`src/rtl/aes_block_packer.sv`:
```
// ============================================================================
// Module  : aes_block_packer
// Brief   : Packs a byte stream into 128-bit blocks with PKCS#7 padding.
// Revision: 1.0 - initial release
// ============================================================================
`default_nettype none

module aes_block_packer #(
  parameter int PAD_EN = 1,
  parameter int CNT_W  = 16
) (
  input  logic             clk,
  input  logic             rst_n,
  input  logic [7:0]       in_data,
  input  logic             in_valid,
  input  logic             in_last,
  output logic             in_ready,
  output logic [127:0]     blk_data,
  output logic             blk_valid,
  output logic             blk_last,
  input  logic             blk_ready,
  output logic [CNT_W-1:0] blk_cnt
);

  typedef enum logic [0:0] {
    ST_FILL = 1'b0,
    ST_HOLD = 1'b1
  } state_t;

  localparam logic [127:0] c_pad_blk = {16{8'h10}};

  state_t             r_state;
  state_t             w_state_nxt;
  logic [3:0]         r_idx;
  logic [3:0]         w_idx_nxt;
  logic               r_pend_pad;
  logic               w_pend_nxt;
  logic [127:0]       r_data;
  logic [127:0]       w_data_nxt;
  logic               r_valid;
  logic               w_valid_nxt;
  logic               r_last;
  logic               w_last_nxt;
  logic [CNT_W-1:0]   r_cnt;
  logic [CNT_W-1:0]   w_cnt_nxt;
  logic [7:0]         w_pad_byte;

  always_ff @(posedge clk) begin
    if (!rst_n) begin
      r_state    <= ST_FILL;
      r_idx      <= 4'd0;
      r_pend_pad <= 1'b0;
      r_data     <= 128'd0;
      r_valid    <= 1'b0;
      r_last     <= 1'b0;
      r_cnt      <= '0;
    end else begin
      r_state    <= w_state_nxt;
      r_idx      <= w_idx_nxt;
      r_pend_pad <= w_pend_nxt;
      r_data     <= w_data_nxt;
      r_valid    <= w_valid_nxt;
      r_last     <= w_last_nxt;
      r_cnt      <= w_cnt_nxt;
    end
  end

  always_comb begin
    w_state_nxt = r_state;
    w_idx_nxt   = r_idx;
    w_pend_nxt  = r_pend_pad;
    w_data_nxt  = r_data;
    w_valid_nxt = r_valid;
    w_last_nxt  = r_last;
    w_cnt_nxt   = r_cnt;
    // PKCS#7 pad value equals the count of bytes still missing after this one
    w_pad_byte  = (PAD_EN != 0) ? {4'h0, 4'hF - r_idx} : 8'h00;

    case (r_state)
      ST_FILL: begin
        if (in_valid) begin
          for (int i = 0; i < 16; i++) begin
            if (4'(i) == r_idx) begin
              w_data_nxt[127-8*i -: 8] = in_data;
            end else if (in_last && (4'(i) > r_idx)) begin
              w_data_nxt[127-8*i -: 8] = w_pad_byte;
            end
          end
          w_idx_nxt = r_idx + 4'd1;
          if (in_last || (r_idx == 4'hF)) begin
            w_state_nxt = ST_HOLD;
            w_valid_nxt = 1'b1;
            // A full final block needs a whole extra pad block behind it
            if (in_last && (r_idx == 4'hF) && (PAD_EN != 0)) begin
              w_last_nxt = 1'b0;
              w_pend_nxt = 1'b1;
            end else begin
              w_last_nxt = in_last;
            end
          end
        end
      end
      ST_HOLD: begin
        if (blk_ready) begin
          w_cnt_nxt = r_cnt + CNT_W'(1);
          if (r_pend_pad) begin
            w_data_nxt = c_pad_blk;
            w_last_nxt = 1'b1;
            w_pend_nxt = 1'b0;
          end else begin
            w_state_nxt = ST_FILL;
            w_idx_nxt   = 4'd0;
            w_data_nxt  = 128'd0;
            w_valid_nxt = 1'b0;
            w_last_nxt  = 1'b0;
          end
        end
      end
      default: begin
        w_state_nxt = ST_FILL;
      end
    endcase
  end

  assign in_ready  = rst_n & (r_state == ST_FILL);
  assign blk_data  = r_data;
  assign blk_valid = r_valid;
  assign blk_last  = r_last;
  assign blk_cnt   = r_cnt;

endmodule

`default_nettype wire

```
`config.mk`:
```
export PLATFORM = sky130hd
export DESIGN_NAME = aes_block_packer
export DESIGN_NICKNAME = d
export VERILOG_FILES = /design/src/rtl/aes_block_packer.sv
export SDC_FILE = /design/constraint.sdc
export NUM_CORES = 1
export LEC_CHECK = 0
export ABC_AREA = 1
export BUFFER_PORTS_ARGS = -buffer_cell sky130_fd_sc_hd__buf_2
export CAP_MARGIN = 0
export CORE_MARGIN = 3
export CORE_UTILIZATION = 54
export DETAILED_ROUTE_END_ITERATION = 8
export HOLD_SLACK_MARGIN = 0.12
export MAX_ROUTING_LAYER = met4
export PLACE_DENSITY = 0.83
export RECOVER_POWER = 25
export SYNTH_ARGS = -nofsm -noshare
export SYNTH_HDL_FRONTEND = slang
export SYNTH_SLANG_ARGS = --single-unit
```
`constraint.sdc`:
```
create_clock -name clk -period 2.3 [get_ports clk]
set_input_delay 0 -clock clk [delete_from_list [all_inputs] [get_ports clk]]
set_output_delay 0 -clock clk [all_outputs]
set_load 0.02 [all_outputs]
```
Word-level counts from Yosys, hierarchy flattened
Cells that the tools add are included.

Register bits: 152. Input port bits: 13. Word-level logic and storage cells: 180.

$add $sub $neg: 3. $lt $le $gt $ge: 16. Equal/unequal tests: 37. Mux-type cells: 60. Bitwise gates (word level): 2. Reduce and logical (&&, ||, !) cells: 40.

Operator list (number): 128-bit 2-to-1 mux (2); 8-bit 2-to-1 mux (32); 128-bit case mux with 2 select lines (1); 125-bit 2-to-1 mux (1); 3-bit AND reduction (18); 3-bit != test, second input constant (16); 4-bit equality test, first input constant (8); 4-bit greater-than comparator, first input constant (8); 1-bit logical AND (17); 16-bit by 1-bit adder with 16-bit output, second input constant (1); 3-bit by 4-bit equality test with 1-bit output, first input constant (4); 3-bit by 4-bit greater-than comparator with 1-bit output, first input constant (4); 1-bit 2-to-1 mux (16); 4-bit 2-to-1 mux (3); 2-bit != test, second input constant (5); 2-bit by 4-bit equality test with 1-bit output, first input constant (2); 1-bit by 4-bit greater-than comparator with 1-bit output, first input constant (2); 2-bit by 4-bit greater-than comparator with 1-bit output, first input constant (2); 1-bit case mux with 2 select lines (4); 4-bit case mux with 2 select lines (1); 4-bit AND reduction (2); 4-bit by 1-bit adder with 4-bit output, second input constant (1); 1-bit by 4-bit equality test with 1-bit output, first input constant (1); 4-bit equality test, second input constant (1); 6 further kinds (6).

Depth between registers and ports, before layout
Gate-level depths: netlist of run 1.

Word-level depth: 6. Gate-level depth with buffers: 11. Mapped depth without buffers: 10.

Worst setup path after synthesis of run 1
OpenSTA, ideal clock, no wires.

Path kind: reg-to-reg. Start point: register r_idx[0]. End point: register r_data[120], in the netlist blk_data[120]. Setup time: 0.124 ns. Data arrival time: 1.546 ns. Setup slack: 0.630 ns. Cell stages (with the launch flop): 9. Path buffers: 1. Period minus slack after synthesis: 1.670 ns. Cell sequence: dfxtp_1 buf_4 inv_1 ha_1 nand2_1 o21ai_2 inv_1 nand3_1 o21ai_0.

Word-level cells in the longest chain between the ends: 5. Elaborated cells on any way between the ends: 10.

RTL lines: from (decl) (RTL line 34) `logic [3:0] r_idx;`; from (signal assigned) (RTL line 59) `r_idx <= w_idx_nxt;`; 4-bit subtractor (RTL line 77) `w_pad_byte = (PAD_EN != 0) ? {4'h0, 4'hF - r_idx} : 8'h00;`; 8-bit 2-to-1 mux (RTL line 85) `end else if (in_last && (4'(i) > r_idx)) begin`; 8-bit 2-to-1 mux (RTL line 83) `if (4'(i) == r_idx) begin`; 128-bit 2-to-1 mux (RTL line 81) `if (in_valid) begin`; 128-bit case mux with 2 select lines (RTL line 79) `case (r_state)`; to (signal assigned) (RTL line 61) `r_data <= w_data_nxt;`; to (decl) (RTL line 38) `logic [127:0] r_data;`.

Parallel ways exist; a longest one is shown, timed or not. The select of a mux whose other input is x is not followed. A chain may end at the register's enable or synchronous reset.

Worst setup path after layout of run 1
Start point: register r_idx[3]. End point: register r_data[75], in the netlist blk_data[75].

The elaborated chain is that of the path after synthesis.

==> summary.txt, run 1 <==
Outcome
  – Status: complete, no violations

Die
  – Core ar.: 12400 um2
  – I/O pins: 160
  – Starting Density: 0.566
  – Die area: ~14000 um2
  – Height of the die: 120 um
  – Row cnt: 40
  – Chip Width: 120 um

Synthesis
  – Mapped Nets: roughly 1.1k
  – Largest family of logic cells by synthesized area: simple AND/OR/NAND/NOR gates
  – Post-synthesis mux area share: 0
  – Adder-cell area share of the yosys netlist: 0.00715
  – Post-synthesis area per instance: 6.60 um2
  – Synthesized area: 7000 um2
  – Distinct cells, synth: 28
  – Register area share after synthesis: 0.435
  – Synth Area in Compound Gates: 0.149
  – Xor and xnor area share after synthesis: 0
  – Post-synthesis simple-gate area fraction: 0.338
  – Synth warn: 0
  – #FFs+latches synth: 152
  – Cells after synthesis: 1061

Layout
  – # fillers: 1090
  – NumNets Final: between 1k and 1.5k
  – Sequential cell area: 3040 um2
  – Inserted Diodes: 0
  – Post-route cell area: 8630 um2
  – Layout area overhead: 23.3%
  – Share of layout cells above drive strength 1: 0.132
  – Area of the multi-input gates: roughly 3500 um2

Place
  – Placer Congestion: 1.04
  – IO Port Bufs: 159
  – DP HPWL: 15300 um
  – Post-DP Area: 7990 um2

Global routing
  – Initial antenna violation count: 0
  – Largest net degree at the start of global routing: 103
  – Vias in the first global route: 7003
  – First-pass GRT wire length: 35100 um
  – GRT Residual Overflow: 0
  – Total track usage: 0.315

Drt
  – Vias: a little under 8k
  – Max Used Layer: met4
  – Post-Route WL: between 20000 and 25000 um
  – DRC Markers: 0
  – Routed met3 length: 2080 um
  – Vias per std cell: around 5.5
  – Drt wl/cell: 15.8 um
  – DRT Pass-1 Iters: 5
  – Initial DRC Count: 771
  – Met2 routed WL: 10200 um
  – Post-DRT Antenna Nets: 0
  – WL met1: 9170 um

Critical path
  – Critical Path End Type: register
  – Crit path max fanout: 14
  – WS Path Type: register to register
  – CP delay by family, top: simple AND/OR/NAND/NOR gates
  – Slowest CP cell: dfxtp_1
  – CP peak stage delay: 0.70 ns
  – Data arrival, critical path: 2.39 ns
  – Critical path required time: 2.61 ns
  – Cell Chain, Critical Path: inv_2 -> nand3_1 -> nand3_1 -> nand2_1 -> inv_1 -> nor2_1 -> nor2_1
  – Buf+Inv Stages, Crit Path: 2
  – Worst R2R Setup Slack: 0.21 ns
  – Startpoint Class: register

Timing
  – Period utilization: 0.907
  – Setup TNS: 0 ns
  – Worst-margin pin slew: about 0.7 ns
  – Setup Skew: around 0.0076 ns
  – Worst rel slew slack: 0.519
  – Max-slew violations: 0
  – RSZ-0062 raised after global routing: no
  – Fmax: 0.479 GHz
  – Fin crit period: roughly 2.1 ns
  – Hold WS: around 0.12 ns
  – Final Hold Fails: 0
  – Final setup violation count: 0

Power
  – Sequential share of power: 0.402
  – Leakage: ~4 nW
  – Switching portion of total power: 0.281
  – Pwr Total: 0.00728 W
  – Worst VDD drop: 0.000523 V
  – Comb power frac: 0.168
  – Internal power: 0.00523 W
  – Clock share of power: 0.429
  – PD cells: approximately 840 nW/um2
  – Net switching power: 0.00205 W

Clocking
  – # clock sinks: 152
  – Cts bufs inserted: 17
  – CTS tree: built
  – CTS root buf: clkbuf_16
  – Clk buf depth: 2
  – H-Tree Depth: 4
  – Clk_lat worst skew: 0.42 ns
  – Clock-pin transition on the worst setup and hold timing paths: 0.06 ns

Run
  – Max_cap viols: 0

Worst hold path
  – Worst hold path class: input port to register
[cell families after synthesis]
kind of cell / Yosys count
AO/OA/AOI/OAI: 199
adder cells (fa/ha/maj): 4
buffers and inverters: 125
flip-flops: 152
AND/OR/NAND/NOR: 581
[metal layers]
metal | up-vias | track usage
met5 | - | -
met3 | 64 | 0.0792
met2 | 385 | 0.489
met4 | 0 | 0.136
li1 | 3740 | -
met1 | 3495 | 0.392
[repair_timing]
action / CTS / global route
endpoints found under the hold margin: 19 / 0
gates resized for setup: 0 / 1
hold buffers: 6 / 0
buffers inserted: 0 / 0
endpoints found under the setup margin: 0 / 5
[worst min-delay path, cell delays in order]
cell     delay, ns
buf_2         0.13
buf_12        0.22
nand2_1       0.11
nor2_1        0.03
[cells in the mapped netlist (all sizes together)]
master,number,share of area
nor3,4,0.0029
buf,22,0.016
o21ai,100,0.073
nand4,8,0.0072
inv,78,0.042
dfxtp,152,0.43
a21oi,86,0.063
nor2,221,0.12
ha,4,0.0072
nand3,87,0.064
o21bai,4,0.0043
a22oi,1,0.0011
nand2,261,0.14
clkinv,3,0.0016
o31ai,1,0.0011
o211ai,4,0.0043
clkbuf,22,0.012
a31oi,3,0.0027
[path summary, 6_finish.rpt]
kind	from	cells past startpoint	to
setup / recovery	r_idx[3]$_SDFFE_PN0P_	7	blk_data[75]$_SDFFE_PN0P_
setup reg to reg	r_idx[3]$_SDFFE_PN0P_	7	blk_data[75]$_SDFFE_PN0P_
hold reg to reg	blk_data[6]$_SDFFE_PN0P_	2	blk_data[6]$_SDFFE_PN0P_
hold / removal	rst_n	4	blk_data[51]$_SDFFE_PN0P_
[metrics by stage]
step / utilization / instances / setup WS (ns)
global placement: 0.647 / 1365 / 0.266
floorplan: - / 1061 / 0.630
CTS: 0.705 / 1402 / 0.221
global route: 0.698 / 1402 / 0.0220
finish: 0.698 / 1402 / 0.214
detailed placement: 0.647 / 1365 / 0.230
[state kept, by name, indices dropped and copies added (netlist names)]
| register | count |
|---|---|
| blk_cnt | 16 |
| blk_last | 1 |
| blk_valid | 1 |
| r_pend_pad | 1 |
| blk_data | 128 |
| r_idx | 4 |
| r_state | 1 |
[area by class of cell]
type,count,share of cell area
Clock buffer,24,0.0582
Clock inverter,7,0.0189
Inverter,81,0.0352
Multi-Input combinational cell,784,0.401
Sequential cell,152,0.353
Tap cell,168,0.0244
Timing Repair Buffer,186,0.110
[power by group through the flow]
| stage | clock, W | combinational (W) | sequential (W) |
|---|---|---|---|
| after floorplan | 0 | 0.000597 | 0.00318 |
| after global placement | 0 | 0.00120 | 0.00297 |
| after detailed placement | 0 | 0.00122 | 0.00298 |
| after CTS | 0.00312 | 0.00124 | 0.00292 |
| after global routing | 0.00324 | 0.00135 | 0.00295 |
| final | 0.00312 | 0.00123 | 0.00293 |
[layout by cell type (no fill, tap or decap), types with 5 or more instances in the layout]
cell,netlist,final
bufinv_16,0,5
clkbuf_16,0,17
inv_1,71,71
dfxtp_1,152,151
buf_4,4,19
nor2_2,7,7
nor2_1,213,213
inv_2,7,7
clkbuf_8,0,5
nand3_1,84,84
dlygate4sd3_1,0,6
clkbuf_1,22,76
nand2_2,5,5
nand2_1,256,256
a21oi_1,84,84
buf_2,11,85
nand4_1,8,8
o21ai_0,95,95
Note: power is estimated with default switching activity, not from simulation.
==> inputs of run 2 (changes only) <==
REMOVE_ABC_BUFFERS = 1   (was not set)
==> summary.txt, run 2 (synthesized netlist as in run 1, its figures left out) <==
Outcome
  – Status: complete, no violations

Die
  – I/O pins: 160 (unchanged)
  – Starting Density: 0.566 (unchanged)
  – Height of the die: 120 um (unchanged)
  – Chip Width: 120 um (unchanged)
  – Core ar.: 12400 um2 (unchanged)
  – Row cnt: 40 (unchanged)
  – Die area: 14400 um2 (unchanged)

Drt
  – DRC Markers: 0 (unchanged)
  – Post-Route WL: 22300 um (+0.55%)
  – Vias per std cell: 5.51 (+0.53%)
  – Post-DRT Antenna Nets: 0 (unchanged)
  – Initial DRC Count: 796 (+3.2%)
  – Vias: 7774 (+1.2%)
  – Drt wl/cell: 15.8 um (about the same)
  – DRT Pass-1 Iters: 6 (+1)

Layout
  – Inserted Diodes: 0 (unchanged)
  – NumNets Final: 1247 (+0.65%)
  – Sequential cell area: 3040 um2 (unchanged)
  – Share of layout cells above drive strength 1: 0.137 (+0.00468)
  – Commonest cells after routing, fill and taps aside: nand2_1, nor2_1, dfxtp_1
  – Area of the multi-input gates: 3460 um2 (unchanged)
  – Fin util: 0.702 (+0.00455)
  – Layout area overhead: 24.1%
  – # fillers: 1109 (+1.7%)
  – Largest register FFs: 128 (unchanged)
  – Most common cell after layout, fill and taps aside: nand2_1

Clocking
  – # clock sinks: 152 (unchanged)
  – Clk_lat worst skew: 0.43 ns (about the same)
  – Cts bufs inserted: 17 (unchanged)
  – Clock-pin transition on the worst setup and hold timing paths: 0.06 ns (about the same)
  – CTS root buf: clkbuf_16
  – Clk buf depth: 2 (unchanged)
  – H-Tree Depth: 4 (unchanged)
  – CTS tree: built
  – # Post-CTS Setup Buffers: 0 (unchanged)

Critical path
  – Critical path required time: 2.58 ns (-0.03 ns)
  – Crit path max fanout: 9 (-5)
  – CP peak stage delay: 0.36 ns (-0.34 ns)
  – Buf+Inv Stages, Crit Path: 2 (unchanged)
  – Slowest CP cell: o21ai_2
  – WS Path Type: register to register
  – Data arrival, critical path: 2.36 ns (-0.03 ns)
  – Cell Chain, Critical Path: inv_1 -> ha_1 -> nand2_1 -> o21ai_2 -> inv_1 -> nand2_1 -> a21oi_1
  – Critical Path End Type: register
  – Startpoint Class: register
  – CP delay by family, top: buffers and inverters
  – Worst R2R Setup Slack: 0.22 ns (about the same)

Timing
  – Final Hold Fails: 0 (unchanged)
  – Fin crit period: 2.08 ns (-0.00796 ns)
  – Setup Skew: 0.00856 ns (+0.000953 ns)
  – Fmax: 0.481 GHz (+0.38%)
  – Worst rel slew slack: 0.601 (+0.0816)
  – Max-slew violations: 0 (unchanged)
  – Hold WS: 0.157 ns (+0.0369 ns)
  – RSZ-0062 raised after global routing: no
  – Worst-margin pin slew: 0.598 ns (-0.120 ns)
  – Period utilization: 0.904 (-0.00346)
  – Final setup violation count: 0 (unchanged)

Global routing
  – Total track usage: 0.316 (+0.000758)
  – GRT Residual Overflow: 0 (unchanged)
  – Largest net degree at the start of global routing: 103 (unchanged)
  – Vias in the first global route: 6888 (-1.6%)
  – First-pass GRT wire length: 35200 um (+0.35%)
  – Initial antenna violation count: 0 (unchanged)

Power
  – Leakage: 4.03 nW (+0.82%)
  – Worst VDD drop: 0.000495 V (-5.3%)
  – PD cells: 842 nW/um2 (-0.19%)

Place
  – DP HPWL: 15200 um (-0.31%)
  – IO Port Bufs: 159 (unchanged)
  – Placer Congestion: 0.979 (-6.2%)

Run
  – Max_cap viols: 0 (unchanged)

Worst hold path
  – Worst hold path class: input port to register
run 2: cell count changes in the layout (fill, tap and decap cells not counted), sizes merged:
cell	delta
inv	+1
clkbuf	-4
clkinv	+1
buf	+6
dlygate4sd3	+2
clkinvlp	+2
bufinv	+1
run 2: final timing paths:
kind	startpoint	to	depth (start not counted)
setup / recovery	r_idx[0]$_SDFFE_PN0P_	blk_data[125]$_SDFFE_PN0P_	7
hold / removal	in_data[5]	blk_data[61]$_SDFFE_PN0P_	5
setup reg to reg	r_idx[0]$_SDFFE_PN0P_	blk_data[125]$_SDFFE_PN0P_	7
hold reg to reg	blk_data[46]$_SDFFE_PN0P_	blk_data[46]$_SDFFE_PN0P_	2
run 2: what timing repair did:
item | 4_1_cts | 5_1_grt
hold buffers | 8 | 0
gates resized for setup | 0 | 1
setup endpoints to repair | 0 | 5
hold endpoints to repair | 34 | 0
run 2: per-layer routing:
metal | wire length, um | vias to the layer above | track usage
met2 | 9880 | 396 | 0.474
li1 | - | 3772 | -
met4 | 801 | 0 | 0.139
met5 | 0 | - | -
met1 | 9710 | 3536 | 0.414
met3 | 1890 | 70 | 0.0664
run 2: final cells by class:
cell class | instances | area share
clock buffer | 20 | 0.0514
clock inverter | 12 | 0.0255
tap | 168 | 0.0242
sequential | 152 | 0.351
timing repair buffer | 194 | 0.115
multi-input combinational | 784 | 0.398
inverter | 81 | 0.0350
run 2: per-stage QoR:
| stage | cells | total power, W | worst slack, ns | area, um2 | setup TNS, ns |
|---|---|---|---|---|---|
| 6_report | 1411 | 0.00731 | 0.222 | 8680 | 0 |
| 4_1_cts | 1411 | 0.00734 | 0.118 | 8770 | 0 |
| 3_3_place_gp | 1371 | 0.00417 | 0.113 | 8030 | 0 |
| 3_5_place_dp | 1371 | 0.00419 | 0.118 | 8030 | 0 |
| 5_1_grt | 1411 | 0.00760 | 0.0313 | 8680 | 0 |
| 2_1_floorplan | 1017 | 0.00374 | -0.346 | 6800 | -13.34 |
run 2: worst min-delay path: stages:
cell	delay [ns]
buf_2	0.10
nand2_1	0.22
nor2_1	0.09
nand2_1	0.06
a21oi_1	0.06
run 2: where the power goes:
part           leakage [nW]  switching [W]  internal (W)
registers              1.25       0.000106       0.00282
logic                  2.47       0.000880      0.000351
clock network         0.317        0.00110       0.00206
